===== config.mk =====
export PLATFORM = sky130hd
export DESIGN_NAME = icache_arb
export DESIGN_NICKNAME = d
export VERILOG_FILES = /design/src/rtl/icache_arb.sv
export SDC_FILE = /design/constraint.sdc
export NUM_CORES = 1
export LEC_CHECK = 0
export CELL_PAD_IN_SITES_DETAIL_PLACEMENT = 0
export CELL_PAD_IN_SITES_GLOBAL_PLACEMENT = 1
export CORE_AREA = 2 2 200 202
export CTS_CLUSTER_DIAMETER = 200
export DETAILED_ROUTE_END_ITERATION = 12
export DIE_AREA = 0 0 202 204
export PLACE_DENSITY_LB_ADDON = 0.1
export REMOVE_ABC_BUFFERS = 1
export SLEW_MARGIN = 20
export SYNTH_ARGS = -nofsm -noshare
export SYNTH_HDL_FRONTEND = slang
export SYNTH_SLANG_ARGS = --single-unit

===== constraint.sdc =====
create_clock -name clk_i -period 6.6 [get_ports clk_i]
set_clock_uncertainty 0.15 [all_clocks]
set_input_delay 1.32 -clock clk_i [delete_from_list [all_inputs] [get_ports clk_i]]
set_output_delay 1.32 -clock clk_i [all_outputs]
set_load 0.005 [all_outputs]

===== src/rtl/icache_arb.sv =====
// Two-port instruction-cache arbiter: fixed priority with a starvation guard, in-order
// response routing through an owner FIFO, and a drain-then-strobe maintenance sequencer.
module icache_arb #(
   parameter int MAX_OUTSTANDING = 2,
   parameter int STARVE_LIMIT    = 4
) (
   input  logic         clk_i,
   input  logic         rst_i,
   input  logic         req0_rd_i,
   input  logic [31:0]  req0_pc_i,
   input  logic [1:0]   req0_priv_i,
   input  logic         req0_flush_i,
   input  logic         req0_invalidate_i,
   output logic         req0_accept_o,
   output logic         req0_valid_o,
   output logic [127:0] req0_inst_o,
   output logic         req0_error_o,
   output logic         req0_page_fault_o,
   input  logic         req1_rd_i,
   input  logic [31:0]  req1_pc_i,
   input  logic [1:0]   req1_priv_i,
   output logic         req1_accept_o,
   output logic         req1_valid_o,
   output logic [127:0] req1_inst_o,
   output logic         req1_error_o,
   output logic         req1_page_fault_o,
   output logic         icache_rd_o,
   output logic         icache_flush_o,
   output logic         icache_invalidate_o,
   output logic [31:0]  icache_pc_o,
   output logic [1:0]   icache_priv_o,
   input  logic         icache_accept_i,
   input  logic         icache_valid_i,
   input  logic [127:0] icache_inst_i,
   input  logic         icache_error_i,
   input  logic         icache_page_fault_i
);
   localparam int PTR_W = (MAX_OUTSTANDING > 1) ? $clog2(MAX_OUTSTANDING) : 1;
   localparam int STV_W = $clog2(STARVE_LIMIT + 1);
   localparam logic [2:0]       MAX_CNT  = 3'(MAX_OUTSTANDING);
   localparam logic [STV_W-1:0] STV_MAX  = STV_W'(STARVE_LIMIT);
   localparam logic [PTR_W-1:0] PTR_LAST = PTR_W'(MAX_OUTSTANDING - 1);

   typedef enum logic [1:0] {ST_IDLE, ST_DRAIN, ST_MAINT, ST_WAIT_ACC} state_t;

   state_t               state_reg;
   logic                 maint_flush_reg;
   logic                 flush_strobe_reg;
   logic                 inval_strobe_reg;
   logic [PTR_W-1:0]     wr_ptr_reg;
   logic [PTR_W-1:0]     rd_ptr_reg;
   logic [2:0]           count_reg;
   logic [STV_W-1:0]     starve_reg;
   logic                 lock_valid_reg;
   logic                 lock_port_reg;
   logic                 err_flag_reg;
   logic                 drop_stale_reg;
   logic [MAX_OUTSTANDING-1:0] owner_vec;

   logic win_valid, win_port, starved, maint_block, pop, room;
   logic rd_issue, rd_acc, maint_acc, head_owner, drain_done;

   function automatic logic [PTR_W-1:0] ptr_inc(input logic [PTR_W-1:0] p);
      return (p == PTR_LAST) ? '0 : p + 1'b1;
   endfunction

   // A raised-but-unaccepted winner keeps the grant; only the starvation guard overrides it.
   assign starved = req1_rd_i && (starve_reg >= STV_MAX);
   always_comb begin
      win_valid = 1'b0;
      win_port  = 1'b0;
      if (starved) begin
         win_valid = 1'b1;
         win_port  = 1'b1;
      end else if (lock_valid_reg && !lock_port_reg && req0_rd_i) begin
         win_valid = 1'b1;
      end else if (lock_valid_reg && lock_port_reg && req1_rd_i) begin
         win_valid = 1'b1;
         win_port  = 1'b1;
      end else if (req0_rd_i) begin
         win_valid = 1'b1;
      end else if (req1_rd_i) begin
         win_valid = 1'b1;
         win_port  = 1'b1;
      end
   end

   assign maint_block = (state_reg != ST_IDLE) || req0_flush_i || req0_invalidate_i;
   assign pop         = icache_valid_i && (count_reg != 3'd0);
   assign room        = (count_reg < MAX_CNT) || pop;
   assign rd_issue    = win_valid && !maint_block && room;
   assign rd_acc      = rd_issue && icache_accept_i;
   assign maint_acc   = ((state_reg == ST_MAINT) || (state_reg == ST_WAIT_ACC)) && icache_accept_i;
   assign head_owner  = owner_vec[rd_ptr_reg];
   assign drain_done  = (count_reg == 3'd0) || ((count_reg == 3'd1) && pop);

   genvar gi;
   generate
      for (gi = 0; gi < MAX_OUTSTANDING; gi++) begin : g_slot
         logic owner_reg;
         always_ff @(posedge clk_i or posedge rst_i) begin
            if (rst_i)
               owner_reg <= 1'b0;
            else if (rd_acc && (wr_ptr_reg == PTR_W'(gi)))
               owner_reg <= win_port;
         end
         assign owner_vec[gi] = owner_reg;
      end
   endgenerate

   assign icache_rd_o         = !rst_i && rd_issue;
   assign icache_pc_o         = (!rst_i && win_valid) ? (win_port ? req1_pc_i : req0_pc_i) : '0;
   assign icache_priv_o       = (!rst_i && win_valid) ? (win_port ? req1_priv_i : req0_priv_i) : '0;
   assign icache_flush_o      = flush_strobe_reg;
   assign icache_invalidate_o = inval_strobe_reg;
   assign req0_accept_o       = !rst_i && ((rd_acc && !win_port) || maint_acc);
   assign req1_accept_o       = !rst_i && rd_acc && win_port;

   assign req0_valid_o      = !rst_i && pop && !head_owner;
   assign req1_valid_o      = !rst_i && pop && head_owner;
   assign req0_inst_o       = req0_valid_o ? icache_inst_i : '0;
   assign req1_inst_o       = req1_valid_o ? icache_inst_i : '0;
   assign req0_error_o      = req0_valid_o && icache_error_i;
   assign req1_error_o      = req1_valid_o && icache_error_i;
   assign req0_page_fault_o = req0_valid_o && icache_page_fault_i;
   assign req1_page_fault_o = req1_valid_o && icache_page_fault_i;

   always_ff @(posedge clk_i or posedge rst_i) begin
      if (rst_i) begin
         state_reg        <= ST_IDLE;
         maint_flush_reg  <= 1'b0;
         flush_strobe_reg <= 1'b0;
         inval_strobe_reg <= 1'b0;
         wr_ptr_reg       <= '0;
         rd_ptr_reg       <= '0;
         count_reg        <= '0;
         starve_reg       <= '0;
         lock_valid_reg   <= 1'b0;
         lock_port_reg    <= 1'b0;
         err_flag_reg     <= 1'b0;
         drop_stale_reg   <= 1'b1;
      end else begin
         if (rd_acc) wr_ptr_reg <= ptr_inc(wr_ptr_reg);
         if (pop)    rd_ptr_reg <= ptr_inc(rd_ptr_reg);
         case ({rd_acc, pop})
            2'b10:   count_reg <= count_reg + 3'd1;
            2'b01:   count_reg <= count_reg - 3'd1;
            default: count_reg <= count_reg;
         endcase

         // Responses to reads issued before a reset may still trickle in; swallow them
         // silently until the first post-reset read is accepted.
         if (rd_acc) drop_stale_reg <= 1'b0;
         if (icache_valid_i && (count_reg == 3'd0) && !drop_stale_reg) err_flag_reg <= 1'b1;

         if (!req1_rd_i || (rd_acc && win_port))
            starve_reg <= '0;
         else if (rd_acc && !win_port && (starve_reg != STV_MAX))
            starve_reg <= starve_reg + 1'b1;

         lock_valid_reg <= win_valid && !rd_acc;
         lock_port_reg  <= win_port;

         case (state_reg)
            ST_IDLE: begin
               if (req0_flush_i || req0_invalidate_i) begin
                  state_reg       <= ST_DRAIN;
                  maint_flush_reg <= req0_flush_i;
               end
            end
            ST_DRAIN: begin
               if (drain_done) begin
                  state_reg        <= ST_MAINT;
                  flush_strobe_reg <= maint_flush_reg;
                  inval_strobe_reg <= !maint_flush_reg;
               end
            end
            ST_MAINT, ST_WAIT_ACC: begin
               if (icache_accept_i) begin
                  state_reg        <= ST_IDLE;
                  flush_strobe_reg <= 1'b0;
                  inval_strobe_reg <= 1'b0;
               end else begin
                  state_reg <= ST_WAIT_ACC;
               end
            end
            default: state_reg <= ST_IDLE;
         endcase
      end
   end

   assert property (@(posedge clk_i) disable iff (rst_i) err_flag_reg |=> err_flag_reg);
   assert property (@(posedge clk_i) disable iff (rst_i) !(req0_valid_o && req1_valid_o));

endmodule


==> impl_metrics.prom, run 1 <==
# TYPE chip_impl_metric gauge
chip_impl_info{name="outcome",value="complete, no violations"} 1
chip_impl_metric{name="vias",unit=""} 5013
chip_impl_metric{name="clkSlewWorstSetupHoldPaths",unit="ns"} 0.05
chip_impl_metric{name="required",unit="ns"} 5.13
chip_impl_metric{name="max-vdd-ir-drop",unit="V"} 0.000141
chip_impl_metric{name="post_drt_via_cell_ratio",unit=""} 3.36
chip_impl_metric{name="postCtsResizedCells",unit=""} 0
chip_impl_metric{name="postSynthAreaPerCell",unit="um2"} 6.42
chip_impl_metric{name="io_buffer_count",unit=""} 506
chip_impl_metric{name="first_pass_grt_wire_length",unit="mm"} 39.3
chip_impl_metric{name="die_y_extent",unit="um"} 204
chip_impl_metric{name="global_route.overflow_total",unit=""} 0
chip_impl_info{name="startpoint_type",value="primary input"} 1
chip_impl_metric{name="seq_area_frac_synth",unit=""} 0.134
chip_impl_metric{name="clockBufferDepth",unit=""} 2
chip_impl_metric{name="drt-total-wl",unit="mm"} 29.3
chip_impl_metric{name="routedWlPerCell",unit="um"} 19.6
chip_impl_metric{name="synth-seq-cells",unit=""} 17
chip_impl_info{name="setup.worst_path.end_class",value="primary output"} 1
chip_impl_info{name="mostFrequentLayoutCell",value="sky130_fd_sc_hd__clkdlybuf4s50_1"} 1
chip_impl_metric{name="timing.final.crit_period",unit="ns"} 5.22
chip_impl_metric{name="gr-usage-met3",unit=""} 0.0464
chip_impl_metric{name="drt_first_pass_iters",unit=""} 4
chip_impl_metric{name="power_density",unit="mW/mm2"} 127
chip_impl_metric{name="maxSlewHeadroom",unit=""} 0.575
chip_impl_metric{name="initial_core_util",unit=""} 0.0807
chip_impl_metric{name="final_hold_viol_count",unit=""} 0
chip_impl_metric{name="hold-path-cell-count",unit=""} 1
chip_impl_metric{name="layout.nets",unit=""} 1182
chip_impl_metric{name="antenna_found_initial",unit=""} 10
chip_impl_info{name="r2r-end",value="count_reg[2]"} 1
chip_impl_info{name="holdCritStartpoint",value="rd_ptr_reg"} 1
chip_impl_info{name="reg2reg_from",value="count_reg[0]"} 1
chip_impl_metric{name="power_leakage",unit="uW"} 0.00333
chip_impl_metric{name="timing_worst_slew_pin_value",unit="ns"} 0.638
chip_impl_metric{name="synthesis.area",unit="mm2"} 0.00316
chip_impl_metric{name="yosys_warnings",unit=""} 0
chip_impl_metric{name="die_w",unit="um"} 202
chip_impl_metric{name="worst-r2r-setup-slack",unit="ns"} 4.09
chip_impl_metric{name="grt_use_total",unit=""} 0.132
chip_impl_metric{name="finish.utilization",unit=""} 0.227
chip_impl_metric{name="place.detailed.hpwl",unit="mm"} 24.8
chip_impl_info{name="most_area_consuming_cells_after_synthesis",value="sky130_fd_sc_hd__and2_1 (52%), sky130_fd_sc_hd__dfrtp_1 (13%), sky130_fd_sc_hd__nand2_1 (8.8%)"} 1
chip_impl_metric{name="cp.arrival",unit="ns"} 3.75
chip_impl_metric{name="tritoncts_num_sinks",unit=""} 17
chip_impl_metric{name="synthToLayoutAreaGrowth",unit="%"} 181
chip_impl_metric{name="number_of_global_route_vias_before_repair",unit=""} 4962
chip_impl_metric{name="design.die.area",unit="mm2"} 0.0412
chip_impl_info{name="global_route.peak_usage_layer",value="met2"} 1
chip_impl_metric{name="final_setup_violation_count",unit=""} 0
chip_impl_metric{name="clock_latency",unit="ns"} 0.25
chip_impl_metric{name="power.total",unit="uW"} 1130
chip_impl_metric{name="cts_buffers",unit=""} 3
chip_impl_metric{name="max-cap-violations",unit=""} 0
chip_impl_metric{name="violation_count_after_the_first_detailed_routing_iteration",unit=""} 160
chip_impl_metric{name="critPathMaxFanout",unit=""} 65
chip_impl_metric{name="synthCells",unit=""} 493
chip_impl_metric{name="grt.met2_usage",unit=""} 0.244
chip_impl_metric{name="insertedDiodeCount",unit=""} 0
chip_impl_metric{name="r2r.worst_path.cells",unit=""} 8
chip_impl_metric{name="post_route_cells_drive_above_1_share",unit=""} 0.0258
chip_impl_info{name="final_cell_mix",value="sky130_fd_sc_hd__clkdlybuf4s50_1 (506), sky130_fd_sc_hd__and2_1 (261), sky130_fd_sc_hd__nand2_1 (74)"} 1
chip_impl_metric{name="max_clock_freq",unit="MHz"} 191
chip_impl_info{name="timing.hold.worst.class",value="reg -> reg"} 1
chip_impl_metric{name="ctsHoldBuffers",unit=""} 0
chip_impl_metric{name="fraction_of_post_synthesis_cell_area_in_the_top_cell_type_by_area",unit=""} 0.516
chip_impl_info{name="setup_repair_after_global_routing_missed_its_margin",value="no"} 1
chip_impl_metric{name="fp-row-count",unit=""} 73
chip_impl_metric{name="final_number_of_max_transition_violations",unit=""} 0
chip_impl_metric{name="largest_net_degree_at_the_start_of_global_routing",unit=""} 132
chip_impl_info{name="synth.largest_area_cell",value="sky130_fd_sc_hd__and2_1"} 1
chip_impl_info{name="cts_tree",value="yes"} 1
chip_impl_metric{name="core",unit="mm2"} 0.0392
chip_impl_info{name="worstHoldEndpoint",value="rd_ptr_reg"} 1
chip_impl_metric{name="cts.repair_timing.setup_buffer_count",unit=""} 0
chip_impl_metric{name="htree_levels",unit=""} 1
chip_impl_metric{name="fin_tns_setup",unit="ns"} 0
chip_impl_info{name="clock_root_buffer",value="sky130_fd_sc_hd__clkbuf_16"} 1
chip_impl_metric{name="number_of_distinct_library_cells_after_synthesis",unit=""} 34
chip_impl_metric{name="gpl.final_weighted_congestion",unit=""} 0.804
chip_impl_metric{name="drc_errors",unit=""} 0
chip_impl_metric{name="pin_count",unit=""} 507
chip_impl_metric{name="fin_crit_sh",unit=""} 0.791
chip_impl_metric{name="gr-usage-met1",unit=""} 0.147
chip_impl_metric{name="fillerInstances",unit=""} 4363
chip_impl_metric{name="drtAntennaViolNets",unit=""} 0
chip_impl_info{name="worst-setup-path-type",value="in -> out"} 1
-- Yosys cell counts --
| master | n |
|---|---|
| sky130_fd_sc_hd__inv_2 | 1 |
| sky130_fd_sc_hd__nor3_2 | 1 |
| sky130_fd_sc_hd__o21ai_0 | 7 |
| sky130_fd_sc_hd__a211o_4 | 1 |
| sky130_fd_sc_hd__and3_1 | 3 |
| sky130_fd_sc_hd__o211ai_1 | 1 |
| sky130_fd_sc_hd__nor3_4 | 1 |
| sky130_fd_sc_hd__buf_6 | 1 |
| sky130_fd_sc_hd__o22ai_1 | 1 |
| sky130_fd_sc_hd__nor2b_1 | 1 |
| sky130_fd_sc_hd__o21a_1 | 1 |
| sky130_fd_sc_hd__or4_4 | 1 |
| sky130_fd_sc_hd__xnor2_1 | 3 |
| sky130_fd_sc_hd__nand2_1 | 74 |
| sky130_fd_sc_hd__a22o_1 | 1 |
| sky130_fd_sc_hd__nand3_1 | 4 |
| sky130_fd_sc_hd__clkbuf_1 | 33 |
| sky130_fd_sc_hd__nand3_2 | 2 |
| sky130_fd_sc_hd__mux2i_1 | 3 |
| sky130_fd_sc_hd__o31ai_1 | 2 |
| sky130_fd_sc_hd__a211oi_1 | 1 |
| sky130_fd_sc_hd__ha_1 | 7 |
| sky130_fd_sc_hd__a21oi_1 | 35 |
| sky130_fd_sc_hd__buf_2 | 7 |
| sky130_fd_sc_hd__o21ai_1 | 2 |
| sky130_fd_sc_hd__nand2b_2 | 1 |
| sky130_fd_sc_hd__o21ai_2 | 3 |
| sky130_fd_sc_hd__dfrtp_1 | 17 |
| sky130_fd_sc_hd__and2_1 | 261 |
| sky130_fd_sc_hd__or2_2 | 1 |
| sky130_fd_sc_hd__inv_1 | 10 |
| sky130_fd_sc_hd__xnor2_2 | 1 |
| sky130_fd_sc_hd__nor2_1 | 4 |
| sky130_fd_sc_hd__nand2b_1 | 1 |
-- worst max-delay path: stages --
cell and delay, ns:
sky130_fd_sc_hd__clkdlybuf4s50_1 0.52, sky130_fd_sc_hd__nand2b_2 0.14, sky130_fd_sc_hd__inv_1 0.10, sky130_fd_sc_hd__and3_4 0.60, sky130_fd_sc_hd__buf_4 0.33, sky130_fd_sc_hd__and2_1 0.15
sky130_fd_sc_hd__clkdlybuf4s50_1 0.56
-- through the flow --
stage                     cells  worst slack, ns  hold slack [ns]  cell area, um2
final                      1493             1.38            0.355            8880
after global routing       1493             1.17            0.373            8880
after CTS                  1493             1.31            0.355            8880
after detailed placement   1489             1.32            0.341            8800
after global placement     1489             1.31            0.346            8800
after floorplan             452            0.970            0.296            2990
-- routing by layer --
metal | part of all wire | wire length (um)
met1 | 0.39 | 11500
met2 | 0.50 | 14800
met3 | 0.087 | 2540
met4 | 0.015 | 452
met5 | 0.0036 | 105
-- how the worst max path moves through the flow --
stage | start | to | cells after the start
5_1_grt | icache_valid_i | req0_inst_o[97] | 7
4_1_cts | icache_valid_i | req0_inst_o[97] | 7
2_1_floorplan | icache_valid_i | req1_error_o | 3
3_3_place_gp | icache_valid_i | req0_inst_o[97] | 7
3_5_place_dp | icache_valid_i | req0_inst_o[97] | 7
6_report | icache_valid_i | req0_inst_o[97] | 7
-- where the power goes --
| part | switching, uW | internal (uW) |
|---|---|---|
| registers | 30.1 | 139 |
| logic | 332 | 501 |
| clock network | 41.9 | 82.1 |
-- cells by family (layout without fill, tap and decap cells) --
| group | after synthesis | after routing | synth area share |
|---|---|---|---|
| DFF | 17 | 17 | 0.134 |
| adders and majority gates | 7 | 7 | 0.0277 |
| AOI/OAI and AO/OA | 55 | 55 | 0.100 |
| xor gates and xnor gates | 4 | 4 | 0.0135 |
| muxes | 3 | 3 | 0.00949 |
| buffers and inverters | 52 | 527 | 0.0669 |
| and+or+nand+nor | 355 | 355 | 0.648 |
-- layout make-up --
cell class	count	area (um2)	share of cell area
inverter	11	41.3	0.00465
multi-input combinational	424	2540	0.287
sequential	17	425	0.0479
clock buffer	4	78.8	0.00887
timing repair buffer	512	5130	0.578
tap	525	657	0.0740
No activity file was read; power rests on OpenSTA's default activity.
==> run 2, diff against run 1 <==
--- a/config.mk
+++ b/config.mk
@@ -7,10 +7,10 @@
 export LEC_CHECK = 0
 export CELL_PAD_IN_SITES_DETAIL_PLACEMENT = 0
 export CELL_PAD_IN_SITES_GLOBAL_PLACEMENT = 1
-export CORE_AREA = 2 2 200 202
+export CORE_AREA = 2 2 194 196
 export CTS_CLUSTER_DIAMETER = 200
 export DETAILED_ROUTE_END_ITERATION = 12
-export DIE_AREA = 0 0 202 204
+export DIE_AREA = 0 0 196 198
 export PLACE_DENSITY_LB_ADDON = 0.1
 export REMOVE_ABC_BUFFERS = 1
 export SLEW_MARGIN = 20
==> constraint.sdc (replaced) <==
create_clock -name clk_i -period 4.3 [get_ports clk_i]
set_clock_uncertainty 0.15 [all_clocks]
set_input_delay 0.86 -clock clk_i [delete_from_list [all_inputs] [get_ports clk_i]]
set_output_delay 0.86 -clock clk_i [all_outputs]
set_load 0.005 [all_outputs]
==> run 2 against run 1 <==
Against the previous run: first-iteration DRC count decreased by 17%; setup slack lost 1.1 ns; die area down 5.8%; clock-buffer cell count unchanged; clock power up 52%; via count decreased by 1.5%; non-clock buffer count grew 8; total power increased by 55%; global-route usage shrank 0.14 points; wire length down 7.1%.
==> impl_metrics.prom, run 2 (synthesis gave the netlist of run 1 again) <==
# TYPE chip_impl_metric gauge
chip_impl_info{name="outcome",value="complete, no violations"} 1
chip_impl_metric{name="io_buffer_count",unit=""} 506
chip_impl_metric{name="violation_count_after_the_first_detailed_routing_iteration",unit=""} 133
chip_impl_metric{name="number_of_global_route_vias_before_repair",unit=""} 4844
chip_impl_metric{name="power.share.combinational",unit=""} 0.745
chip_impl_metric{name="ctsHoldBuffers",unit=""} 0
chip_impl_metric{name="cts.repair_timing.setup_buffer_count",unit=""} 0
chip_impl_metric{name="clock_power_share",unit=""} 0.107
chip_impl_metric{name="tritoncts_num_sinks",unit=""} 17
chip_impl_metric{name="largest_net_degree_at_the_start_of_global_routing",unit=""} 67
chip_impl_metric{name="grt_use_total",unit=""} 0.131
chip_impl_metric{name="crit_buf_inv",unit=""} 2
chip_impl_metric{name="drt-total-wl",unit="mm"} 27.2
chip_impl_metric{name="max-vdd-ir-drop",unit="V"} 0.000150
chip_impl_info{name="timing.critical_path.slowest_stage_cell",value="sky130_fd_sc_hd__or4_4"} 1
chip_impl_metric{name="htree_levels",unit=""} 1
chip_impl_metric{name="post_route_cells_drive_above_1_share",unit=""} 0.0338
chip_impl_metric{name="drt_first_pass_iters",unit=""} 4
chip_impl_metric{name="final_hold_viol_count",unit=""} 0
chip_impl_metric{name="max_clock_freq",unit="MHz"} 251
chip_impl_info{name="path_cells",value="clkdlybuf4s50_1, or4_4, a211o_4, nor3_4, clkdlybuf4s50_1"} 1
chip_impl_info{name="clock_root_buffer",value="sky130_fd_sc_hd__clkbuf_16"} 1
chip_impl_metric{name="cts_buffers",unit=""} 3
chip_impl_metric{name="required",unit="ns"} 3.29
chip_impl_metric{name="global_route.overflow_total",unit=""} 0
chip_impl_metric{name="fillerInstances",unit=""} 4090
chip_impl_metric{name="synthToLayoutAreaGrowth",unit="%"} 183
chip_impl_info{name="r2r-end",value="count_reg[2]"} 1
chip_impl_metric{name="drtAntennaViolNets",unit=""} 0
chip_impl_metric{name="power_density",unit="mW/mm2"} 195
chip_impl_metric{name="clockBufferDepth",unit=""} 2
chip_impl_info{name="reg2reg_from",value="count_reg[0]"} 1
chip_impl_metric{name="antenna_found_initial",unit=""} 10
chip_impl_metric{name="clock_latency",unit="ns"} 0.25
chip_impl_metric{name="post-place-cells",unit=""} 1446
chip_impl_info{name="startpoint_type",value="primary input"} 1
chip_impl_metric{name="timing.final.crit_period",unit="ns"} 3.98
chip_impl_metric{name="design.die.area",unit="mm2"} 0.0388
chip_impl_metric{name="power.total",unit="uW"} 1750
chip_impl_metric{name="layout.nets",unit=""} 1190
chip_impl_metric{name="switching_share",unit=""} 0.353
chip_impl_metric{name="fin_tns_setup",unit="ns"} 0
chip_impl_metric{name="maxSlewHeadroom",unit=""} 0.576
chip_impl_metric{name="netSwitchingPower",unit="uW"} 618
chip_impl_metric{name="final_number_of_max_transition_violations",unit=""} 0
chip_impl_info{name="setup_repair_after_global_routing_missed_its_margin",value="no"} 1
chip_impl_metric{name="cell_int_power",unit="uW"} 1130
chip_impl_metric{name="postCtsResizedCells",unit=""} 0
chip_impl_metric{name="place.detailed.hpwl",unit="mm"} 23.3
chip_impl_metric{name="worst-r2r-setup-slack",unit="ns"} 1.79
chip_impl_metric{name="die_w",unit="um"} 196
chip_impl_metric{name="first_pass_grt_wire_length",unit="mm"} 36.9
chip_impl_info{name="worstSetupEndpoint",value="req1_accept_o"} 1
chip_impl_metric{name="critical_path.max_stage_delay",unit="ns"} 0.57
chip_impl_info{name="timing.hold.worst.class",value="reg -> reg"} 1
chip_impl_metric{name="cp.arrival",unit="ns"} 2.97
chip_impl_metric{name="initial_core_util",unit=""} 0.0856
chip_impl_metric{name="core",unit="mm2"} 0.0370
chip_impl_metric{name="pin_count",unit=""} 507
chip_impl_metric{name="final_setup_violation_count",unit=""} 0
chip_impl_metric{name="max-cap-violations",unit=""} 0
chip_impl_info{name="worst-setup-path-type",value="in -> out"} 1
chip_impl_info{name="cpLargestDelayFamily",value="buffers and inverters"} 1
chip_impl_metric{name="timing_worst_slew_pin_value",unit="ns"} 0.635
chip_impl_metric{name="fp-row-count",unit=""} 71
chip_impl_info{name="final_cell_mix",value="sky130_fd_sc_hd__clkdlybuf4s50_1 (506), sky130_fd_sc_hd__and2_1 (261), sky130_fd_sc_hd__nand2_1 (74)"} 1
chip_impl_metric{name="worst-path-stages",unit=""} 5
chip_impl_metric{name="routedWlPerCell",unit="um"} 18.7
chip_impl_info{name="worstSetupStartpoint",value="req0_flush_i"} 1
chip_impl_metric{name="power_leakage",unit="uW"} 0.00339
chip_impl_metric{name="die_y_extent",unit="um"} 198
chip_impl_metric{name="clkSlewWorstSetupHoldPaths",unit="ns"} 0.05
chip_impl_metric{name="critPathMaxFanout",unit=""} 15
chip_impl_metric{name="sequential_share_of_power",unit=""} 0.147
chip_impl_metric{name="gpl.final_weighted_congestion",unit=""} 0.804
chip_impl_info{name="critical-path-top-cell-by-count",value="sky130_fd_sc_hd__clkdlybuf4s50_1"} 1
chip_impl_metric{name="drc_errors",unit=""} 0
chip_impl_info{name="mostFrequentLayoutCell",value="sky130_fd_sc_hd__clkdlybuf4s50_1"} 1
chip_impl_metric{name="vias",unit=""} 4940
chip_impl_info{name="setup.worst_path.end_class",value="primary output"} 1
chip_impl_metric{name="post_drt_via_cell_ratio",unit=""} 3.40
chip_impl_metric{name="fin_crit_sh",unit=""} 0.926
chip_impl_metric{name="dp_worst_setup_slack",unit="ns"} 0.308
chip_impl_metric{name="worst_slack",unit="ns"} 0.319
chip_impl_metric{name="r2r.worst_path.cells",unit=""} 8
chip_impl_info{name="cts_tree",value="yes"} 1
chip_impl_metric{name="final-instance-count-excl-fill",unit=""} 1455
run 2: cell types whose count changed in the layout (fill, tap and decap cells not counted), sizes merged:
cell,delta
buf,+8
diode,+5
run 2: layout make-up:
class / count / area [um2] / area share
inverters: 11 / 41.3 / 0.00461
repair buffers: 520 / 5250 / 0.586
diodes: 5 / 12.5 / 0.00140
well taps: 474 / 593 / 0.0663
flip-flops and latches: 17 / 425 / 0.0475
multi-input cells: 424 / 2550 / 0.285
clock buffers: 4 / 78.8 / 0.00881
run 2: per-stage QoR:
stage	hold WS [ns]	util	cell area (um2)
floorplan	0.296	-	2990
global placement	0.339	0.240	8860
detailed placement	0.337	0.240	8860
CTS	0.348	0.242	8940
global route	0.365	0.242	8940
finish	0.343	0.242	8950
run 2: how the worst min path moves through the flow:
stage / from / end / slack (ns) / cells past startpoint
5_1_grt: rd_ptr_reg / rd_ptr_reg / 0.37 / 1
6_report: maint_flush_reg / icache_invalidate_o / 0.34 / 1
4_1_cts: rd_ptr_reg / rd_ptr_reg / 0.35 / 1
2_1_floorplan: maint_flush_reg / icache_invalidate_o / 0.30 / 1
3_5_place_dp: rd_ptr_reg / rd_ptr_reg / 0.34 / 1
3_3_place_gp: rd_ptr_reg / rd_ptr_reg / 0.34 / 1
run 2: power by group through the flow:
stage                     combinational [uW]  sequential, uW  clock (uW)
after global placement                  1350             262           0
after global routing                    1430             265         204
final                                   1300             257         188
after floorplan                          437             251           0
after detailed placement                1330             261           0
after CTS                               1340             259         193
run 2: worst register-to-register path, delay by kind of cell, from the launching register on:
kind | cells | cell delay (ns)
adder cells (fa/ha/maj) | 3 | 0.80
AO/OA/AOI/OAI | 3 | 0.72
buffers and inverters | 1 | 0.06
AND/OR/NAND/NOR | 1 | 0.26
flip-flops | 1 | 0.41
run 2: layer usage:
layer | track usage | routed length, um
met1 | 0.136 | 9890
met2 | 0.248 | 14100
met3 | 0.0492 | 2520
met4 | 0.0275 | 645
met5 | 0 | 36
